==> config.mk <==
export PLATFORM = sky130hd
export DESIGN_NAME = auto_guesser_flat
export DESIGN_NICKNAME = d
export VERILOG_FILES = /design/src/rtl/auto_guesser_if.sv /design/src/rtl/auto_guesser.sv /design/src/flat_wrapper.sv
export SDC_FILE = /design/constraint.sdc
export NUM_CORES = 1
export LEC_CHECK = 0
export ABC_AREA = 0
export CAP_MARGIN = 20
export CORE_AREA = 2 2 79 81
export CTS_BUF_LIST = sky130_fd_sc_hd__clkbuf_4 sky130_fd_sc_hd__clkbuf_8 sky130_fd_sc_hd__clkbuf_16
export DETAILED_ROUTE_END_ITERATION = 8
export DIE_AREA = 0 0 81 83
export PLACE_DENSITY = 0.75
export SLEW_MARGIN = 10
export SYNTH_ARGS = -nofsm -noshare
export SYNTH_HDL_FRONTEND = slang
export SYNTH_SLANG_ARGS = --single-unit
==> constraint.sdc <==
create_clock -name clk -period 6 [get_ports clk]
set_clock_uncertainty 0.15 [all_clocks]
set_input_delay 0.9 -clock clk [delete_from_list [all_inputs] [get_ports clk]]
set_output_delay 0.9 -clock clk [all_outputs]
set_load 0.01 [all_outputs]
==> src/rtl/auto_guesser_if.sv <==
// Guess/feedback bus between an automated player (master) and the guessing game (slave).
interface auto_guesser_if;
    logic [7:0] o_guess;
    logic       o_enter;
    logic       i_over;
    logic       i_under;
    logic       i_equal;

    modport master (
        output o_guess,
        output o_enter,
        input  i_over,
        input  i_under,
        input  i_equal
    );

    modport slave (
        input  o_guess,
        input  o_enter,
        output i_over,
        output i_under,
        output i_equal
    );
endinterface

==> src/rtl/auto_guesser.sv <==
// Automated number-guessing player: binary search over 0..255 driving the game's guess/enter
// bus and reading its over/under/equal feedback.
module auto_guesser #(
    parameter int unsigned MAX_ATTEMPTS = 9,
    parameter int unsigned SETUP_CYCLES = 1,
    parameter int unsigned RESP_WAIT    = 4
) (
    input  logic                clk,
    input  logic                reset,
    input  logic                i_start,
    auto_guesser_if.master      game,
    output logic                o_busy,
    output logic                o_done,
    output logic                o_found,
    output logic                o_error,
    output logic [7:0]          o_answer,
    output logic [3:0]          o_attempts
);

    typedef enum logic [2:0] {
        S_IDLE,
        S_PRESENT,
        S_PULSE,
        S_WAIT,
        S_EVAL,
        S_DONE
    } state_t;

    localparam logic [3:0] MAX_A      = 4'(MAX_ATTEMPTS);
    localparam logic [3:0] SETUP_LAST = 4'(SETUP_CYCLES - 1);
    localparam logic [3:0] WAIT_LAST  = 4'(RESP_WAIT - 1);

    state_t     state_q;
    logic [3:0] cnt_q;
    logic [7:0] lo_q;
    logic [7:0] hi_q;
    logic [7:0] guess_q;
    logic       enter_q;
    logic       busy_q;
    logic       done_q;
    logic       found_q;
    logic       error_q;
    logic [7:0] answer_q;
    logic [3:0] attempts_q;

    logic [2:0] fb_s;
    logic [7:0] lo_d;
    logic [7:0] hi_d;
    logic [7:0] mid_d;
    logic [8:0] sum_s;
    logic [3:0] attempts_d;
    logic       bad_s;
    logic       hit_s;

    // Evaluate feedback against the current guess: new bounds, next midpoint, error/hit flags.
    always_comb begin
        fb_s       = {game.i_over, game.i_under, game.i_equal};
        lo_d       = lo_q;
        hi_d       = hi_q;
        bad_s      = 1'b0;
        hit_s      = 1'b0;
        case (fb_s)
            3'b100: begin
                if (guess_q == 8'd0) begin
                    bad_s = 1'b1;
                end else begin
                    hi_d = guess_q - 8'd1;
                end
            end
            3'b010: begin
                if (guess_q == 8'd255) begin
                    bad_s = 1'b1;
                end else begin
                    lo_d = guess_q + 8'd1;
                end
            end
            3'b001:  hit_s = 1'b1;
            default: bad_s = 1'b1;
        endcase
        // Crossed bounds mean the game contradicted an earlier answer.
        bad_s      = bad_s | (~hit_s & (lo_d > hi_d));
        sum_s      = {1'b0, lo_d} + {1'b0, hi_d};
        mid_d      = sum_s[8:1];
        attempts_d = attempts_q + 4'd1;
    end

    // Search sequencer; every output is a register updated here.
    always_ff @(posedge clk) begin
        if (reset) begin
            state_q    <= S_IDLE;
            cnt_q      <= 4'd0;
            lo_q       <= 8'd0;
            hi_q       <= 8'd255;
            guess_q    <= 8'd0;
            enter_q    <= 1'b0;
            busy_q     <= 1'b0;
            done_q     <= 1'b0;
            found_q    <= 1'b0;
            error_q    <= 1'b0;
            answer_q   <= 8'd0;
            attempts_q <= 4'd0;
        end else begin
            case (state_q)
                S_IDLE, S_DONE: begin
                    if (i_start) begin
                        lo_q       <= 8'd0;
                        hi_q       <= 8'd255;
                        attempts_q <= 4'd0;
                        done_q     <= 1'b0;
                        found_q    <= 1'b0;
                        error_q    <= 1'b0;
                        guess_q    <= 8'd127;
                        busy_q     <= 1'b1;
                        cnt_q      <= 4'd0;
                        state_q    <= S_PRESENT;
                    end else begin
                        state_q    <= state_q;
                    end
                end
                S_PRESENT: begin
                    if (cnt_q == SETUP_LAST) begin
                        cnt_q   <= 4'd0;
                        enter_q <= 1'b1;
                        state_q <= S_PULSE;
                    end else begin
                        cnt_q   <= cnt_q + 4'd1;
                    end
                end
                S_PULSE: begin
                    enter_q <= 1'b0;
                    state_q <= S_WAIT;
                end
                S_WAIT: begin
                    if (cnt_q == WAIT_LAST) begin
                        cnt_q   <= 4'd0;
                        state_q <= S_EVAL;
                    end else begin
                        cnt_q   <= cnt_q + 4'd1;
                    end
                end
                S_EVAL: begin
                    attempts_q <= attempts_d;
                    lo_q       <= lo_d;
                    hi_q       <= hi_d;
                    // Priority: error, then found, then budget exhausted; guess only moves on continue.
                    if (bad_s) begin
                        error_q <= 1'b1;
                        busy_q  <= 1'b0;
                        done_q  <= 1'b1;
                        state_q <= S_DONE;
                    end else if (hit_s) begin
                        found_q  <= 1'b1;
                        answer_q <= guess_q;
                        busy_q   <= 1'b0;
                        done_q   <= 1'b1;
                        state_q  <= S_DONE;
                    end else if (attempts_d == MAX_A) begin
                        busy_q  <= 1'b0;
                        done_q  <= 1'b1;
                        state_q <= S_DONE;
                    end else begin
                        guess_q <= mid_d;
                        state_q <= S_PRESENT;
                    end
                end
                default: begin
                    enter_q <= 1'b0;
                    busy_q  <= 1'b0;
                    state_q <= S_IDLE;
                end
            endcase
        end
    end

    assign game.o_guess = guess_q;
    assign game.o_enter = enter_q;
    assign o_busy       = busy_q;
    assign o_done       = done_q;
    assign o_found      = found_q;
    assign o_error      = error_q;
    assign o_answer     = answer_q;
    assign o_attempts   = attempts_q;

endmodule

==> src/flat_wrapper.sv <==
// flat-port wrapper written by rule: the top's interface ports become plain ports
module auto_guesser_flat 
#(
    parameter int unsigned MAX_ATTEMPTS = 9,
    parameter int unsigned SETUP_CYCLES = 1,
    parameter int unsigned RESP_WAIT    = 4
)
  (clk, reset, i_start, o_busy, o_done, o_found, o_error, o_answer, o_attempts, game_o_guess, game_o_enter, game_i_over, game_i_under, game_i_equal);
  auto_guesser_if game_i ();
  input  logic clk;
  input  logic reset;
  input  logic i_start;
  output logic o_busy;
  output logic o_done;
  output logic o_found;
  output logic o_error;
  output logic [7:0] o_answer;
  output logic [3:0] o_attempts;
  output wire logic [$bits(game_i.o_guess)-1:0] game_o_guess;
  output wire logic [$bits(game_i.o_enter)-1:0] game_o_enter;
  input wire logic [$bits(game_i.i_over)-1:0] game_i_over;
  input wire logic [$bits(game_i.i_under)-1:0] game_i_under;
  input wire logic [$bits(game_i.i_equal)-1:0] game_i_equal;
  assign game_o_guess = game_i.o_guess;
  assign game_o_enter = game_i.o_enter;
  assign game_i.i_over = game_i_over;
  assign game_i.i_under = game_i_under;
  assign game_i.i_equal = game_i_equal;
  auto_guesser #(.MAX_ATTEMPTS(MAX_ATTEMPTS), .SETUP_CYCLES(SETUP_CYCLES), .RESP_WAIT(RESP_WAIT)) u_core (.clk(clk), .reset(reset), .i_start(i_start), .game(game_i), .o_busy(o_busy), .o_done(o_done), .o_found(o_found), .o_error(o_error), .o_answer(o_answer), .o_attempts(o_attempts));
endmodule
== Word level (Yosys, flattened, before mapping) ==
Cells that the tools add are included.

* Memories kept: 0
* Memory bits (writable): 0
* Logic and storage cells: 108
* Bits in latches: 0
* Bits in registers: 48
* ROM bits: 0
* Output and inout port bits: 25

* Shift-type cells: 0
* Reductions and logical operators: 18
* Divide/modulo/power cells: 0
* $lt $le $gt $ge: 1
* Mux-type cells: 46
* Add/subtract/negate cells: 5
* Eq/ne operators: 20
* Multipliers: 0
* Bitwise gates (word level): 6

{| class="wikitable"
|+ Operators with widths
! operator !! count
|-
| two-way mux 8 bit || 10
|-
| case mux 8 bit (2 select lines) || 3
|-
| two-way mux 3 bit || 6
|-
| two-way mux 1 bit || 15
|-
| case mux 3 bit (5 select lines) || 1
|-
| AND reduction 3 bit || 5
|-
| two-way mux 4 bit || 3
|-
| case mux 4 bit (3 select lines) || 1
|-
| adder 8 x 8 -> 9 bit || 1
|-
| == test 3 x 2 -> 1 bit, second input constant || 3
|-
| == test 3 bit, second input constant || 3
|-
| adder 4 x 1 -> 4 bit, second input constant || 2
|-
| adder 8 x 1 -> 8 bit, second input constant || 1
|-
| == test 8 bit, second input constant || 1
|-
| greater-than comparator 8 bit || 1
|-
| logical NOT 8 bit || 1
|-
| != test 2 x 1 -> 1 bit, second input constant || 4
|-
| != test 2 bit, second input constant || 4
|-
| case mux 1 bit (2 select lines) || 4
|-
| case mux 4 bit (2 select lines) || 1
|-
| subtractor 8 x 1 -> 8 bit, second input constant || 1
|-
| == test 3 x 1 -> 1 bit, second input constant || 2
|-
| case mux 1 bit (3 select lines) || 2
|-
| AND reduction 2 bit || 3
|-
| 15 further kinds || 18
|}

== Depth between registers and ports, before layout ==
* Word-level depth: 8
* Mapped depth: 17
* Gate-level depth less buffers: 14

== Least setup slack after synthesis ==
Ideal clock, no wire load.

* Path type: input port to flip-flop
* Start point: in game_i_over
* End point: reg u_core.busy_q (netlist: u_core.o_busy)
* Setup time: 0.122 ns
* Required time: 5.728 ns
* Stages: 11
* Path slack: 1.776 ns
* Arrival: 3.952 ns
* Path through: or3b_2 -> o21bai_1 -> clkbuf_1 -> o21ai_0 -> ha_1 -> or4_4 -> nor3_1 -> nor2_2 -> and4_1 -> buf_6 -> o311a_1

* Longest elaborated chain between the ends: 7
* Elaborated cells on any way between the ends: 16

{| class="wikitable"
|+ RTL lines
! element !! line !! source
|-
| from (decl) || flat_wrapper.sv:21 || <nowiki>input wire logic [$bits(game_i.i_over)-1:0] game_i_over;</nowiki>
|-
| == test 3 x 2 -> 1 bit (tied with other cells) || auto_guesser.sv:62 || <nowiki>case (fb_s)</nowiki>
|-
| two-way mux 8 bit / two-way mux 1 bit (equally long branches) || auto_guesser.sv:62 ||
|-
| greater-than comparator 8 bit / inverter 1 bit (equally long branches) || auto_guesser.sv:81 || <nowiki>bad_s = bad_s | (~hit_s & (lo_d > hi_d));</nowiki>
|-
| bitwise AND 1 bit || auto_guesser.sv:81 ||
|-
| OR 1 bit || auto_guesser.sv:81 ||
|-
| != test 4 x 1 -> 1 bit (no line) / two-way mux 1 bit (equally long branches) || -- ||
|-
| AND reduction 3 bit (no line) / case mux 1 bit (3 select lines) (equally long branches) || -- ||
|-
| to (signal assigned) || auto_guesser.sv:96 || <nowiki>busy_q <= 1'b0;</nowiki>
|-
| to (signal assigned) || auto_guesser.sv:113 || <nowiki>busy_q <= 1'b1;</nowiki>
|-
| to (signal assigned) || auto_guesser.sv:148 || <nowiki>busy_q <= 1'b0;</nowiki>
|-
| to (decl) || auto_guesser.sv:39 || <nowiki>logic busy_q;</nowiki>
|}

Several ways; a longest one is shown, not always the timed one.
A chain may end at the register's enable or synchronous reset.

== Final worst setup path ==
* Start point: in game_i_over
* End point: reg u_core.guess_q[7] (netlist: u_core.game.o_guess[7])

* Longest elaborated chain between the ends: 7
* Elaborated cells on any way between the ends: 19

{| class="wikitable"
|+ RTL lines
! element !! line !! source
|-
| == test 3 x 2 -> 1 bit (tied with other cells) || auto_guesser.sv:62 ||
|-
| two-way mux 8 bit / two-way mux 1 bit (equally long branches) || auto_guesser.sv:62 ||
|-
| adder 8 x 8 -> 9 bit (tied with other cells) || auto_guesser.sv:82 || <nowiki>sum_s = {1'b0, lo_d} + {1'b0, hi_d};</nowiki>
|-
| two-way mux 8 bit / bitwise AND 1 bit (equally long branches) || auto_guesser.sv:157, auto_guesser.sv:81 ||
|-
| two-way mux 8 bit / OR 1 bit (equally long branches) || auto_guesser.sv:151, auto_guesser.sv:81 ||
|-
| two-way mux 8 bit / != test 2 bit (equally long branches) || -- ||
|-
| case mux 8 bit (2 select lines) / AND reduction 5 bit (equally long branches) || -- ||
|-
| to (signal assigned) || auto_guesser.sv:162 || <nowiki>guess_q <= mid_d;</nowiki>
|-
| to (decl) || auto_guesser.sv:37 || <nowiki>logic [7:0] guess_q;</nowiki>
|}

Several ways; a longest one is shown, not always the timed one. The select of a mux whose other input is x is not followed.

==> impl_metrics.ini <==
[timing]
fin_crit_sh = 0.7892
clock.fmax_mhz = 211.2
rsz0062_at_grt = no
final-setup-viol-count = 0
finalHoldViolCount = 0
fin_crit_ns = 4.735
drv_slew = 0
max_slew_margin = 0.5223
tns_ns = 0
worst_slew_pin_slew_ns = 0.7135

[floorplan]
ios = 31
rows = 28
core_mm2 = 0.005816
initial_utilization = 0.5370
die_x_um = 81
dieArea_mm2 = 0.006723
die_h_um = 83

[yosys]
synth_area_leaders = dfxtp_1 31%, ha_1 9.2%, a21oi_1 5.9%
ys_seq_area_frac = 0.3077
syn_area_mm2 = 0.003123
synth_top_area_share = 0.3077
avgSynthCellArea_um2 = 8.008
synthFlopType = dfxtp_1
ys_ff_latch = 48
async_flop_share = 0
synth.distinct_cells = 60
synthCells = 390
syn-num-nets = 420
yosysWarnings = 0
yosys.area.top_type = dfxtp_1
synth_edf_count = 0

[global_routing]
grt_pass1_vias = 2581
antenna_found_initial = 0
grt_pass1_wl_um = 12420
grt_usage = 0.2304
overflow = 0
grt_max_degree = 45

[worst_setup_path]
critPathLaunch = game_i_over
cp_data_arrival_time_ns = 4.76
cp_data_required_time_ns = 6.02
ff2ff_setup_slack_ns = 1.48
end_kind = register
endpoint = u_core.game.o_guess[7]$_SDFFE_PP0P_
worst-path-max-fanout = 10
path_class = input pin to register
ff2ff_path_depth = 14
reg2reg_to = u_core.game.o_guess[7]$_SDFFE_PP0P_
cp-start-kind = input pin
reg2reg_from = u_core.game.o_guess[0]$_SDFFE_PP0P_

[routing]
vias_per_cell = 5.749
drt_wl_total_um = 7480
drc = 0
drtIter0Drc = 145
vias = 2777
drt-pass1-iter-count = 4
wl_per_cell_um = 15.49
drt.antenna.violating_nets = 0

[final_layout]
final_nets = 437
mostFrequentLayoutCell = dfxtp_1
diodes = 0
drive_gt1_frac = 0.08578
syn_to_final_growth_pct = 13.26
fillers = 539
layout_common_cells = 48 x dfxtp_1, 46 x nand2_1, 37 x a21oi_1

[cts]
cts_tree = done
cts_inserted_buffers = 5
post_cts_buffers = 0
cts_root_buf = clkbuf_8
ctsHtreeMaxLevel = 2
clk_pin_slew_ns = 0.10
cts.path.max_buffers = 2
clk_latency_ns = 0.30
ctsResizeCount = 0
cts_sinks = 48
hold_buffers = 0

[hold_path]
hold_class = register to register

[placed_design]
port_buffers = 30
hpwlAfterDp_um = 5212
routabilityCongestion = 0.9900

[power_and_ir_drop]
seqPwrFrac = 0.398
p_comb_frac = 0.365
power.density_mw_per_mm2 = 300.0
clkPwrFrac = 0.238
ir_worst_vdd_uv = 211.9
p_int_uw = 654.5
p_switching_uw = 406.6
switching_share = 0.3832
p_leak_uw = 0.001304
power_uw = 1061

[flow_run]
cap_viol_max_count = 0

[run_status]
outcome = completed
-- state kept, by name, summed over array words and instances (netlist names) --
name / count
u_core.game.o_enter: 1
u_core.game.o_guess: 8
u_core.o_found: 1
u_core.o_attempts: 4
u_core.o_busy: 1
u_core.state_q: 3
u_core.o_error: 1
u_core.hi_q: 8
u_core.o_done: 1
u_core.o_answer: 8
u_core.cnt_q: 4
u_core.lo_q: 8
-- how the worst min path moves through the flow --
stage,start,to,depth (start not counted)
floorplan,u_core.hi_q[4]$_SDFFE_PP1P_,u_core.hi_q[4]$_SDFFE_PP1P_,2
detailed placement,u_core.o_answer[6]$_SDFFE_PP0P_,u_core.o_answer[6]$_SDFFE_PP0P_,2
finish,u_core.game.o_enter$_SDFFE_PP0P_,u_core.game.o_enter$_SDFFE_PP0P_,2
global placement,u_core.game.o_enter$_SDFFE_PP0P_,u_core.game.o_enter$_SDFFE_PP0P_,2
CTS,u_core.o_answer[6]$_SDFFE_PP0P_,u_core.o_answer[6]$_SDFFE_PP0P_,2
global route,u_core.o_answer[2]$_SDFFE_PP0P_,u_core.o_answer[2]$_SDFFE_PP0P_,2
-- synthesized netlist by cell type, types with 2 or more instances --
| cell type | instances |
|---|---|
| o21a_1 | 2 |
| ha_1 | 23 |
| inv_1 | 26 |
| clkbuf_1 | 14 |
| and3_1 | 2 |
| xnor2_1 | 11 |
| a21oi_1 | 37 |
| nand2b_1 | 3 |
| nor2_1 | 24 |
| o211ai_1 | 4 |
| and2_1 | 2 |
| xor2_1 | 8 |
| a311oi_1 | 2 |
| nor3_1 | 19 |
| a21boi_0 | 2 |
| mux2i_1 | 6 |
| a211oi_1 | 2 |
| dfxtp_1 | 48 |
| nand2_1 | 46 |
| a41oi_1 | 2 |
| a31oi_1 | 2 |
| a211oi_2 | 6 |
| nor2b_1 | 3 |
| nand3_1 | 21 |
| o21bai_1 | 4 |
| buf_6 | 4 |
| a21o_1 | 2 |
| o21ai_0 | 19 |
| or2_2 | 6 |
| nand3b_1 | 3 |
| nor3b_1 | 3 |
| buf_4 | 2 |
| buf_2 | 5 |
-- per-layer routing --
metal  track usage  vias up  wire, um
met4       0.05855        0        53
li1              -     1385         -
met2        0.3757       99      3584
met3       0.03913        6       511
met1        0.3130     1287      3331
met5             0        -         0
-- metrics by stage --
stage / cells / utilization / cell area (um^2) / hold slack, ns / setup WS (ns)
CTS: 482 / 0.6069 / 3530 / 0.3106 / 1.162
global route: 483 / 0.6082 / 3537 / 0.3317 / 1.011
global placement: 474 / 0.5861 / 3408 / 0.2901 / 0.9880
detailed placement: 474 / 0.5861 / 3408 / 0.2972 / 0.8565
finish: 483 / 0.6082 / 3537 / 0.3056 / 1.265
floorplan: 390 / - / 3123 / 0.2874 / 1.776
-- critical path: stages --
cell             delay (ns)
clkdlybuf4s50_1        0.48
or3b_1                 0.36
a21oi_1                0.29
buf_4                  0.26
mux2i_1                0.31
inv_1                  0.08
ha_1                   0.34
or4_4                  0.52
nor4b_4                0.27
a21oi_1                0.10
nor2_2                 0.19
and4_1                 0.48
a311oi_1               0.15
-- power groups by stage --
stage | combinational (uW) | clock, uW | sequential (uW)
2_1_floorplan | 319 | 0 | 381
3_3_place_gp | 379 | 0 | 425
3_5_place_dp | 383 | 0 | 426
4_1_cts | 385 | 255 | 419
5_1_grt | 429 | 267 | 427
6_report | 387 | 252 | 422
-- cells by family (layout without fill, tap and decap cells) --
logic type,after synthesis,in the layout,synth area share
AND/OR/NAND/NOR,148,148,0.2492
AO/OA/AOI/OAI,93,93,0.1939
buffers and inverters,52,70,0.07812
flip-flops,48,48,0.3077
adder cells (fa/ha/maj),24,24,0.09856
XOR/XNOR,19,19,0.05329
multiplexers,6,6,0.01923
-- area by class of cell --
cell class	instances	area (um^2)	share of cell area
clock buffer	6	82.58	0.02335
inverter	26	97.59	0.02759
clock inverter	2	38.79	0.01097
timing repair buffer	36	345.3	0.09763
sequential	48	960.9	0.2717
tap	75	93.84	0.02653
multi-input combinational	290	1918	0.5423
Note: power is estimated with default switching activity, not from simulation.
==> edit: new RTL, same flow settings <==
Add an input register stage for `i_start`, without a reset; this delays it by one clock. The other inputs are not delayed to match.
--- a/src/rtl/auto_guesser.sv
+++ b/src/rtl/auto_guesser.sv
@@ -31,2 +31,8 @@
     localparam logic [3:0] WAIT_LAST  = 4'(RESP_WAIT - 1);
+
+    logic i_start_q;
+
+    always_ff @(posedge clk) begin
+        i_start_q <= i_start;
+    end
 
@@ -104,3 +110,3 @@
                 S_IDLE, S_DONE: begin
-                    if (i_start) begin
+                    if (i_start_q) begin
                         lo_q       <= 8'd0;
Check against the original RTL: not equivalent (Yosys sat finds a counterexample within 4 cycles, from zero or initial values and one cycle with reset high).
==> edit against the original RTL <==
Power down 2.0%; synthesized area down 5.1%; setup slack improved by 340 ps; first-iteration DRC count up 64%; count of clock-buffer cells in the layout shrank 1; sequential cell count up 1; design area fell by 4.1%; wire length fell by 5.2%; critical endpoint is now u_core.game.o_guess[6]$_SDFFE_PP0P_; highest routed layer unchanged.
==> edit: results (changes against the original RTL) <==
status=complete, no violations; first-pass GRT wire length=12.0 mm (-3.7%); fill cell count=538 (-0.19%); main area contributors after synthesis=dfxtp_1 (33%), ha_1 (9.7%), nor2_1 (5.7%); WL/cell=15.2 um (-1.7%); ANT cells=0 (unchanged); Clock buf/inv share=0.0277 (-0.00664); slowest stage cell, crit path=or4_4; delay-heaviest family, CP=compound AO/OA/AOI/OAI gates; clock root buffer=clkbuf_8; nets@finish=420 (-3.9%); worst min-delay path class=flop to flop; number of global-route vias before repair=2496 (-3.3%); IO Port Bufs=30 (unchanged); antenna violations before repair=0 (unchanged); met2 routed WL=3.30 mm (-7.9%); clock buffer depth=2 (unchanged); Buffers, non-clock=32 (-11%); met3 WL=460 um (-10%); Initial DRC Count=238 (+64%); top routing layer in use=met4; met1 usage=0.296 (-0.0168); share of cells above drive strength 1=0.0614 (-0.0244); Multi-input gate area=1810 um^2 (-5.7%); DP Worst Slack=1340 ps (+479 ps); CP max FO=12 (+2); FFs w/ async S/R, synth=0 (unchanged); Synth top cells by count=dfxtp_1 (49), nor2_1 (45), nand2_1 (33), a21oi_1 (32), inv_1 (25); largest net degree at the start of global routing=40 (-11%); met3 GRT Util=0.0391 (unchanged); gr usage total=0.224 (-0.00670); met2 Resource Use GR=0.373 (-0.00225); inverter count=26 (unchanged); # clock sinks=49 (+2.1%); sequential area share after synthesis=0.331 (+0.0234); via-per-instance ratio=5.76 (+0.14%); clk_buf instances=5 (-1); metal1 wirelength=3.26 mm (-2.1%); sequential cell area=981 um^2 (+2.1%); DP HPWL=5.13 mm (-1.6%); Slew Limit Headroom=0.402 (-0.121); Leak=0.00129 uW (-1.0%); warnings from Yosys=0 (unchanged); first-pass detailed-route iteration total=4 (unchanged); CP max stage delay=560 ps (+40 ps); Unique masters post-synth=58 (-3.3%); clock transition at the registers of the reported paths=100 ps (about the same); NonClk Buf Share=0.0930 (-0.00464); Placer Congestion=0.998 (+0.79%); worst-skew pair later-pin latency=between 300 and 400 ps; syn nets=398 (-5.2%); crit path DAT=4460 ps (-300 ps); comb_multi_in=276 (-4.8%); Worst VDD drop=0.000183 V (-14%)
edit: cell types whose count changed in the layout (fill, tap and decap cells not counted), sizes merged, moves of 6 or more:
cell and delta:
nor2 +21, nand2 -13, nor3 -11, a22oi +9, o22ai +6
edit: where the power goes:
| part | switching (uW) | internal, uW |
|---|---|---|
| logic | 251 | 172 |
| clock network | 121 | 85.1 |
| registers | 53.9 | 357 |
| total | 425 | 615 |
edit: worst paths after layout:
path	start	endpoint	slack [ps]	cells after the start
setup / recovery	game_i_under	u_core.game.o_guess[6]$_SDFFE_PP0P_	1610	11
hold / removal	u_core.o_answer[0]$_SDFFE_PP0P_	u_core.o_answer[0]$_SDFFE_PP0P_	310	2
setup reg to reg	u_core.game.o_guess[0]$_SDFFE_PP0P_	u_core.game.o_guess[6]$_SDFFE_PP0P_	1920	13
hold reg to reg	u_core.o_answer[0]$_SDFFE_PP0P_	u_core.o_answer[0]$_SDFFE_PP0P_	310	2
edit: worst register-to-register path, cell delays in order (launching register included):
cell,delay (ps)
dfxtp_1,570
inv_1,230
ha_1,240
nor3b_1,160
a21oi_4,450
mux2i_1,350
inv_1,80
ha_1,320
or4_4,530
o21bai_1,170
a31o_2,160
o211a_4,180
o21ai_4,90
a221oi_1,320
edit: per-stage QoR:
stage | power (uW) | cell area (um^2) | instances
floorplan | 705 | 2960 | 368
global placement | 831 | 3300 | 458
detailed placement | 833 | 3300 | 458
CTS | 1040 | 3390 | 466
global route | 1110 | 3390 | 466
finish | 1040 | 3390 | 466
edit: cells by family (layout without fill, tap and decap cells):
group,after synthesis,in the layout,synth area share
DFF,49,49,0.331
AOI/OAI and AO/OA,100,100,0.227
and+or+nand+nor,130,130,0.212
muxes,4,4,0.0144
adders and majority gates,25,25,0.107
xor gates and xnor gates,17,17,0.0503
buffers and inverters,43,66,0.0583
